**src/rtl/mips_wb_pkg.sv**
```systemverilog
// Shared definitions for the MIPS register-file writeback arbiter.
//   AW, DW      : default register address / data widths
//   REG_ZERO    : architectural zero register (writes to it are dropped)
//   wb_entry_t  : one queued writeback {valid, wreg, data}
//   reg_onehot  : decode a register number into a one-hot bitmap
package mips_wb_pkg;

    localparam int AW = 5;
    localparam int DW = 32;

    localparam logic [AW-1:0] REG_ZERO = 5'd0;

    typedef struct packed {
        logic          valid;
        logic [AW-1:0] wreg;
        logic [DW-1:0] data;
    } wb_entry_t;

    function automatic logic [(1<<AW)-1:0] reg_onehot(input logic [AW-1:0] r);
        logic [(1<<AW)-1:0] v;
        v    = '0;
        v[r] = 1'b1;
        return v;
    endfunction

endpackage

```
**src/rtl/regfile_wb_arbiter_if.sv**
```systemverilog
// Bus bundle between the two writeback sources, the arbiter and the
// register file / hazard unit.
//   a_*      : ALU writeback (always accepted)
//   b_*      : MDU / load writeback with valid/ready handshake
//   wr_*     : register-file write port (wrreg / wrdata / write)
//   pending  : bitmap of registers with a live queued write
//   count    : port-B queue occupancy (squashed entries included)
// Modports: master = sources / consumers side, slave = arbiter side.
interface regfile_wb_arbiter_if #(
    parameter int DEPTH = 4,
    parameter int AW    = mips_wb_pkg::AW,
    parameter int DW    = mips_wb_pkg::DW
);

    logic                  a_valid;
    logic [AW-1:0]         a_reg;
    logic [DW-1:0]         a_data;

    logic                  b_valid;
    logic                  b_ready;
    logic [AW-1:0]         b_reg;
    logic [DW-1:0]         b_data;

    logic                  wr_en;
    logic [AW-1:0]         wr_reg;
    logic [DW-1:0]         wr_data;

    logic [(1<<AW)-1:0]    pending;
    logic [$clog2(DEPTH):0] count;

    modport master (
        output a_valid, a_reg, a_data,
        output b_valid, b_reg, b_data,
        input  b_ready,
        input  wr_en, wr_reg, wr_data,
        input  pending, count
    );

    modport slave (
        input  a_valid, a_reg, a_data,
        input  b_valid, b_reg, b_data,
        output b_ready,
        output wr_en, wr_reg, wr_data,
        output pending, count
    );

endinterface

```
**src/rtl/wb_fifo.sv**
```systemverilog
// Port-B writeback queue.
//   push / push_entry   : enqueue one entry at the tail
//   pop                 : dequeue the head (head is valid to read this cycle)
//   squash / squash_reg : clear the valid bit of every entry targeting squash_reg
//   head                : current head entry
//   empty / count       : occupancy (squashed entries still occupy a slot)
//   pending             : OR of decoded registers over live (valid) entries
// Popped slots have their valid bit cleared, so every valid bit in storage
// belongs to a live entry and pending needs no occupancy masking.
module wb_fifo
    import mips_wb_pkg::*;
#(
    parameter int DEPTH = 4
) (
    input  logic                   clk,
    input  logic                   rst_n,
    input  logic                   push,
    input  wb_entry_t              push_entry,
    input  logic                   pop,
    input  logic                   squash,
    input  logic [AW-1:0]          squash_reg,
    output wb_entry_t              head,
    output logic                   empty,
    output logic [$clog2(DEPTH):0] count,
    output logic [(1<<AW)-1:0]     pending
);

    localparam int PW = $clog2(DEPTH);
    localparam logic [PW-1:0] PTR_ONE = 1;
    localparam logic [PW:0]   CNT_ONE = 1;

    wb_entry_t     mem [DEPTH];
    logic [PW-1:0] rd_ptr;
    logic [PW-1:0] wr_ptr;

    always_ff @(posedge clk or negedge rst_n) begin
        if (!rst_n) begin
            for (int i = 0; i < DEPTH; i++) begin
                mem[i] <= '0;
            end
            rd_ptr <= '0;
            wr_ptr <= '0;
            count  <= '0;
        end else begin
            if (squash) begin
                for (int i = 0; i < DEPTH; i++) begin
                    if (mem[i].wreg == squash_reg) begin
                        mem[i].valid <= 1'b0;
                    end
                end
            end
            if (pop) begin
                mem[rd_ptr].valid <= 1'b0;
                rd_ptr            <= rd_ptr + PTR_ONE;
            end
            if (push) begin
                mem[wr_ptr] <= push_entry;
                wr_ptr      <= wr_ptr + PTR_ONE;
            end
            case ({push, pop})
                2'b10:   count <= count + CNT_ONE;
                2'b01:   count <= count - CNT_ONE;
                default: count <= count;
            endcase
        end
    end

    assign head  = mem[rd_ptr];
    assign empty = (count == '0);

    always_comb begin
        pending = '0;
        for (int i = 0; i < DEPTH; i++) begin
            if (mem[i].valid) begin
                pending = pending | reg_onehot(mem[i].wreg);
            end
        end
        pending[0] = 1'b0;
    end

endmodule

```
**src/rtl/regfile_wb_arbiter.sv**
```systemverilog
// Write-side master for the 32x32 MIPS register file.
// Merges the single-cycle ALU writeback (port A, never stalled) with the
// multi-cycle MDU/load writeback (port B, queued in wb_fifo) onto one
// registered write port, and exports the pending-write bitmap.
// Ports:
//   clk, rst_n : system clock, asynchronous active-low reset
//   bus        : regfile_wb_arbiter_if.slave (a_*, b_*, wr_*, pending, count)
// Build option:
//   WB_BYPASS_EN : when the queue is empty and port A is idle, an accepted
//                  port-B write loads the output register directly instead
//                  of passing through the queue.
module regfile_wb_arbiter
    import mips_wb_pkg::*;
#(
    parameter int DEPTH = 4
) (
    input  logic                 clk,
    input  logic                 rst_n,
    regfile_wb_arbiter_if.slave  bus
);

    localparam int CW = $clog2(DEPTH) + 1;
    localparam logic [CW-1:0] FULL_CNT = DEPTH[CW-1:0];

    logic               a_hit;
    logic               b_acc;
    logic               b_live;
    logic               b_same;
    logic               bypass;
    logic               push;
    logic               pop;
    logic               fifo_empty;
    logic [CW-1:0]      fifo_count;
    logic [(1<<AW)-1:0] fifo_pending;
    wb_entry_t          head;
    wb_entry_t          push_entry;

    logic               wr_en_q;
    logic [AW-1:0]      wr_reg_q;
    logic [DW-1:0]      wr_data_q;

    // A write to r0 is not a request, so it never blocks the queue drain.
    assign a_hit  = bus.a_valid && (bus.a_reg != REG_ZERO);

    // Ready looks only at the registered count; a same-cycle pop does not
    // reopen a full queue.
    assign bus.b_ready = (fifo_count < FULL_CNT);
    assign b_acc  = bus.b_valid && bus.b_ready;
    assign b_live = b_acc && (bus.b_reg != REG_ZERO);

    // Same destination as a concurrent A write: A is newer, B is dropped.
    assign b_same = a_hit && (bus.a_reg == bus.b_reg);

`ifdef WB_BYPASS_EN
    assign bypass = b_live && fifo_empty && !a_hit;
`else
    assign bypass = 1'b0;
`endif

    assign push = b_live && !b_same && !bypass;
    assign pop  = !a_hit && !fifo_empty;

    assign push_entry = '{valid: 1'b1, wreg: bus.b_reg, data: bus.b_data};

    wb_fifo #(
        .DEPTH (DEPTH)
    ) u_fifo (
        .clk        (clk),
        .rst_n      (rst_n),
        .push       (push),
        .push_entry (push_entry),
        .pop        (pop),
        .squash     (a_hit),
        .squash_reg (bus.a_reg),
        .head       (head),
        .empty      (fifo_empty),
        .count      (fifo_count),
        .pending    (fifo_pending)
    );

    // A squashed head still pops, leaving a one-cycle bubble with wr_en low.
    always_ff @(posedge clk or negedge rst_n) begin
        if (!rst_n) begin
            wr_en_q   <= 1'b0;
            wr_reg_q  <= '0;
            wr_data_q <= '0;
        end else if (a_hit) begin
            wr_en_q   <= 1'b1;
            wr_reg_q  <= bus.a_reg;
            wr_data_q <= bus.a_data;
        end else if (bypass) begin
            wr_en_q   <= 1'b1;
            wr_reg_q  <= bus.b_reg;
            wr_data_q <= bus.b_data;
        end else if (!fifo_empty) begin
            wr_en_q   <= head.valid;
            wr_reg_q  <= head.wreg;
            wr_data_q <= head.data;
        end else begin
            wr_en_q   <= 1'b0;
        end
    end

    assign bus.wr_en   = wr_en_q;
    assign bus.wr_reg  = wr_reg_q;
    assign bus.wr_data = wr_data_q;
    assign bus.count   = fifo_count;
    assign bus.pending = fifo_pending;

endmodule

```
**src/flat_wrapper.sv**
```systemverilog
// flat-port wrapper written by rule: the top's interface ports become plain ports
module regfile_wb_arbiter_flat import mips_wb_pkg::*;
#(
    parameter int DEPTH = 4
)
  (clk, rst_n, bus_a_valid, bus_a_reg, bus_a_data, bus_b_valid, bus_b_reg, bus_b_data, bus_b_ready, bus_wr_en, bus_wr_reg, bus_wr_data, bus_pending, bus_count);
  regfile_wb_arbiter_if #(.DEPTH(DEPTH)) bus_i ();
  input  logic clk;
  input  logic rst_n;
  input wire logic [$bits(bus_i.a_valid)-1:0] bus_a_valid;
  input wire logic [$bits(bus_i.a_reg)-1:0] bus_a_reg;
  input wire logic [$bits(bus_i.a_data)-1:0] bus_a_data;
  input wire logic [$bits(bus_i.b_valid)-1:0] bus_b_valid;
  input wire logic [$bits(bus_i.b_reg)-1:0] bus_b_reg;
  input wire logic [$bits(bus_i.b_data)-1:0] bus_b_data;
  output wire logic [$bits(bus_i.b_ready)-1:0] bus_b_ready;
  output wire logic [$bits(bus_i.wr_en)-1:0] bus_wr_en;
  output wire logic [$bits(bus_i.wr_reg)-1:0] bus_wr_reg;
  output wire logic [$bits(bus_i.wr_data)-1:0] bus_wr_data;
  output wire logic [$bits(bus_i.pending)-1:0] bus_pending;
  output wire logic [$bits(bus_i.count)-1:0] bus_count;
  assign bus_i.a_valid = bus_a_valid;
  assign bus_i.a_reg = bus_a_reg;
  assign bus_i.a_data = bus_a_data;
  assign bus_i.b_valid = bus_b_valid;
  assign bus_i.b_reg = bus_b_reg;
  assign bus_i.b_data = bus_b_data;
  assign bus_b_ready = bus_i.b_ready;
  assign bus_wr_en = bus_i.wr_en;
  assign bus_wr_reg = bus_i.wr_reg;
  assign bus_wr_data = bus_i.wr_data;
  assign bus_pending = bus_i.pending;
  assign bus_count = bus_i.count;
  regfile_wb_arbiter #(.DEPTH(DEPTH)) u_core (.clk(clk), .rst_n(rst_n), .bus(bus_i));
endmodule
```
**config.mk**
```make
export PLATFORM = sky130hd
export DESIGN_NAME = regfile_wb_arbiter_flat
export DESIGN_NICKNAME = d
export VERILOG_FILES = /design/src/rtl/mips_wb_pkg.sv /design/src/rtl/regfile_wb_arbiter_if.sv /design/src/rtl/wb_fifo.sv /design/src/rtl/regfile_wb_arbiter.sv /design/src/flat_wrapper.sv
export SDC_FILE = /design/constraint.sdc
export NUM_CORES = 1
export LEC_CHECK = 0
export ABC_CLOCK_PERIOD_IN_PS = 3150
export BUFFER_PORTS_ARGS = -buffer_cell sky130_fd_sc_hd__buf_2
export CAP_MARGIN = 10
export CELL_PAD_IN_SITES_DETAIL_PLACEMENT = 0
export CELL_PAD_IN_SITES_GLOBAL_PLACEMENT = 1
export CORE_UTILIZATION = 40
export CTS_CLUSTER_SIZE = 10
export DETAILED_ROUTE_END_ITERATION = 6
export GPL_TIMING_DRIVEN = 0
export PLACE_DENSITY = 0.78
export SYNTH_ARGS = -nofsm -noshare
export SYNTH_HDL_FRONTEND = slang
export SYNTH_HIERARCHICAL = 1
export SYNTH_SLANG_ARGS = --single-unit
```
**constraint.sdc**
```tcl
create_clock -name clk -period 3.15 [get_ports clk]
set_clock_uncertainty 0.1 [all_clocks]
set_input_delay 0.63 -clock clk [delete_from_list [all_inputs] [get_ports clk]]
set_output_delay 0.63 -clock clk [all_outputs]
set_load 0.01 [all_outputs]
```
==> impl_results.md <==
* Final Critical Period at 2.987 ns
* RR Endpoint: u_core/u_fifo/count[2]$_DFFE_PN0P_
* CP Launch Type: primary input
* Num CTS Buffers at 17
* P_leak at ~0.0053 uW
* Critical Path AT at 3.20 ns
* Seq cells post-synth at 197
* F_max at 0.3348 GHz
* Area after DPL at between 10,000 and 15,000 um^2
* WS Path Type: primary input to flip-flop
* DR WL met3 at around 1.2 mm
* H-tree levels at 4
* Crit path capture type: flip-flop
* Post-place setup slack at -0.6077 ns
* Initial Util at 0.4070
* Reg clk slew, reported paths at roughly 0.070 ns
* Met1 Wirelength at 11.54 mm
* Avg Cell Area, Syn at around 14 um^2
* Commonest non-fill, non-tap cells in the layout: 207 x mux2_2, 197 x dfrtp_1, 185 x buf_2
* Dominant cells by area after synthesis: dfrtp_1 48%, mux2_2 23%, mux4_2 8.4%
* Final Power at 12,180 uW
* Clock Sinks at about 200
* Global-route wire length before repair at 40.54 mm
* Post-synth top area share at 0.4824
* Pin count of the biggest net entering global routing at 118
* Detailed-route DRC error count at 0
* Hold WS at 0.06240 ns
* Final worst slack at 0.1632 ns
* Largest area contributor in the netlist: dfrtp_1
* FFs w/ async S/R, synth at 1.000
* CTS tree: yes
* Via-to-Cell Ratio at 5.464
* PwrDens at a little over 1000 nW/um^2
* Number of buffers on the longest clock path at 2
* MaxCap Viol Count at 0
* Vias in the first global route at 7,026
* Cells after Synth at approximately 740
* Max reg flops at 152
* RSZ-0062 raised after global routing: false
* EDFF count, synth at 0
* Min-delay worst type: primary input to async pin
* Initial antenna violation count at 1
* Design Area, Final at 12,030 um^2
* Yosys warnings at 6
* Clk_lat worst skew at 0.44 ns
* Top layer reached by signal wires: met5
* R2R setup slack at 0.60 ns
* Post-Syn Area at between 10,000 and 15,000 um^2
* Number of iterations in the first detailed-routing pass at 6
* I/O Buffers at 150
* Status: finished clean
* Core ar. at 25,110 um^2
* Fin. Hold Viols at 0
* Sequential area share after synthesis at 0.4824
* Hold_buf cts at 0
* Global placer's final weighted congestion at 0.8831
* Via Count at roughly 6,800
* DPL Wire Length at approximately 18 mm
* Area growth syn-to-layout at 17.68%
* All-Layer GR Usage at 0.2034
* Total gr overflow at 0
* CP required at 3.37 ns
* Rows at 58
* Worst-Margin Slew at 0.8750 ns
* Primary FF master, synth: dfrtp_1
* Critical register-to-register path startpoint: u_core/u_fifo/count[0]$_DFFE_PN0P_
* Commonest non-fill, non-tap cell in the layout: mux2_2
* CTS Root Cell: clkbuf_16
* Routed Antenna Nets at 0
* Die ar. at ~26,000 um^2
* Crit share post-route at 0.9482
* R2R depth at 9
* Chip height at around 160 um
* Metal2 WL at 12.44 mm
* IO Pins at 152
* Die width at 161.8 um
* Slew Limit Headroom at 0.4167
* CP max FO at 11
* Final setup fails at 0
* VDD IR max at 0.4434 mV
* 1st-iter DRT viols at roughly 580
* # diodes at 0
* Final nets at 996
* Layout fillers at 2,310
* Post-synth cell types at 50
* Max-slew violations at 0
* Routed WL at between 20 and 30 mm
* Average wire per standard cell at 20.34 um
* Share of cells above drive strength 1 at 0.5309
-- area by class of cell --
class                           instances  area (um^2)  area share
Sequential cell                       197         4930      0.4099
Multi-Input combinational cell        471         4916      0.4088
Timing Repair Buffer                  152        795.8     0.06617
Clock buffer                           19        442.9     0.03683
Tap cell                              330        412.9     0.03433
Buffer                                 58        346.6     0.02882
Clock inverter                         13        141.4     0.01176
Inverter                               11        41.29    0.003433
-- logic make-up after synthesis --
logic type               share of synthesized area
multiplexers                                0.3232
flip-flops                                  0.4824
XOR/XNOR                                   0.02571
other                                    0.0007348
AO/OA/AOI/OAI                              0.05925
buffers and inverters                      0.03832
AND/OR/NAND/NOR                            0.05742
adder cells (fa/ha/maj)                    0.01298
-- cells in the mapped netlist, types with 3 or more instances --
cell and instances:
ha_1 9, buf_1 3, or3b_2 3, nand3_1 4, a22oi_1 13, or3_1 5, buf_2 36, mux4_2 38
buf_4 4, nand2_1 20, o22ai_1 17, mux2i_1 6, o21ai_0 3, nor2_1 7, inv_1 10, mux2_1 5
nand3b_1 10, buf_6 9, mux2_2 207, clkbuf_1 6, nor3b_1 3, dfrtp_1 197, a31oi_1 5, o21ai_1 5
and4b_1 4, o221ai_1 14, and3_1 4, a221o_1 14, nor4_1 4, nor3_1 5, xnor2_1 5, xor2_1 25
a41oi_1 4, or3b_1 3, nor2b_1 6, and4bb_2 3
-- power by group --
| group | switching, uW | internal (uW) |
|---|---|---|
| clock network | 1030 | 1140 |
| logic | 2500 | 3010 |
| registers | 688 | 3800 |
-- worst max-delay path, cell delays in order --
cell and delay (ns):
buf_2 0.17, or4_4 0.57, o21ai_4 0.19, buf_6 0.19, inv_2 0.13, a31oi_2 0.25
buf_4 0.21, inv_1 0.05, ha_1 0.21, inv_1 0.07, fa_1 0.17, xor2_1 0.15
nor2_1 0.07, xor2_1 0.13
-- timing repair --
item | CTS | global route
pin swaps | 1 | 0
resized for setup | 0 | 1
buffers inserted | 1 | 0
setup endpoints to repair | 28 | 2
-- stage by stage --
stage	instances	util	TNS, ns
floorplan	738	-	0
global placement	1218	0.4538	-449.82
detailed placement	1219	0.4553	-52.69
CTS	1252	0.4789	0
global route	1251	0.4790	0
finish	1251	0.4790	0
-- routing by layer --
metal | track usage | vias up
met2 | 0.3334 | 228
met3 | 0.03371 | 30
met4 | 0.05703 | 2
met5 | 0 | -
met1 | 0.2785 | 3460
li1 | - | 3115
-- how the worst max path moves through the flow --
stage,slack [ns],to,start
after floorplan,0.09,u_core/u_fifo/count[2]$_DFFE_PN0P_,bus_a_reg[1]
after global placement,-2.02,u_core/u_fifo/mem[61]$_DFFE_PN0P_,rst_n
after detailed placement,-0.61,u_core/u_fifo/count[2]$_DFFE_PN0P_,bus_a_reg[1]
after CTS,0.08,u_core/u_fifo/count[2]$_DFFE_PN0P_,bus_a_reg[1]
after global routing,0.04,u_core/u_fifo/count[2]$_DFFE_PN0P_,bus_a_reg[1]
final,0.16,u_core/u_fifo/count[2]$_DFFE_PN0P_,bus_a_reg[1]
Power figures use the tool's default switching activity.
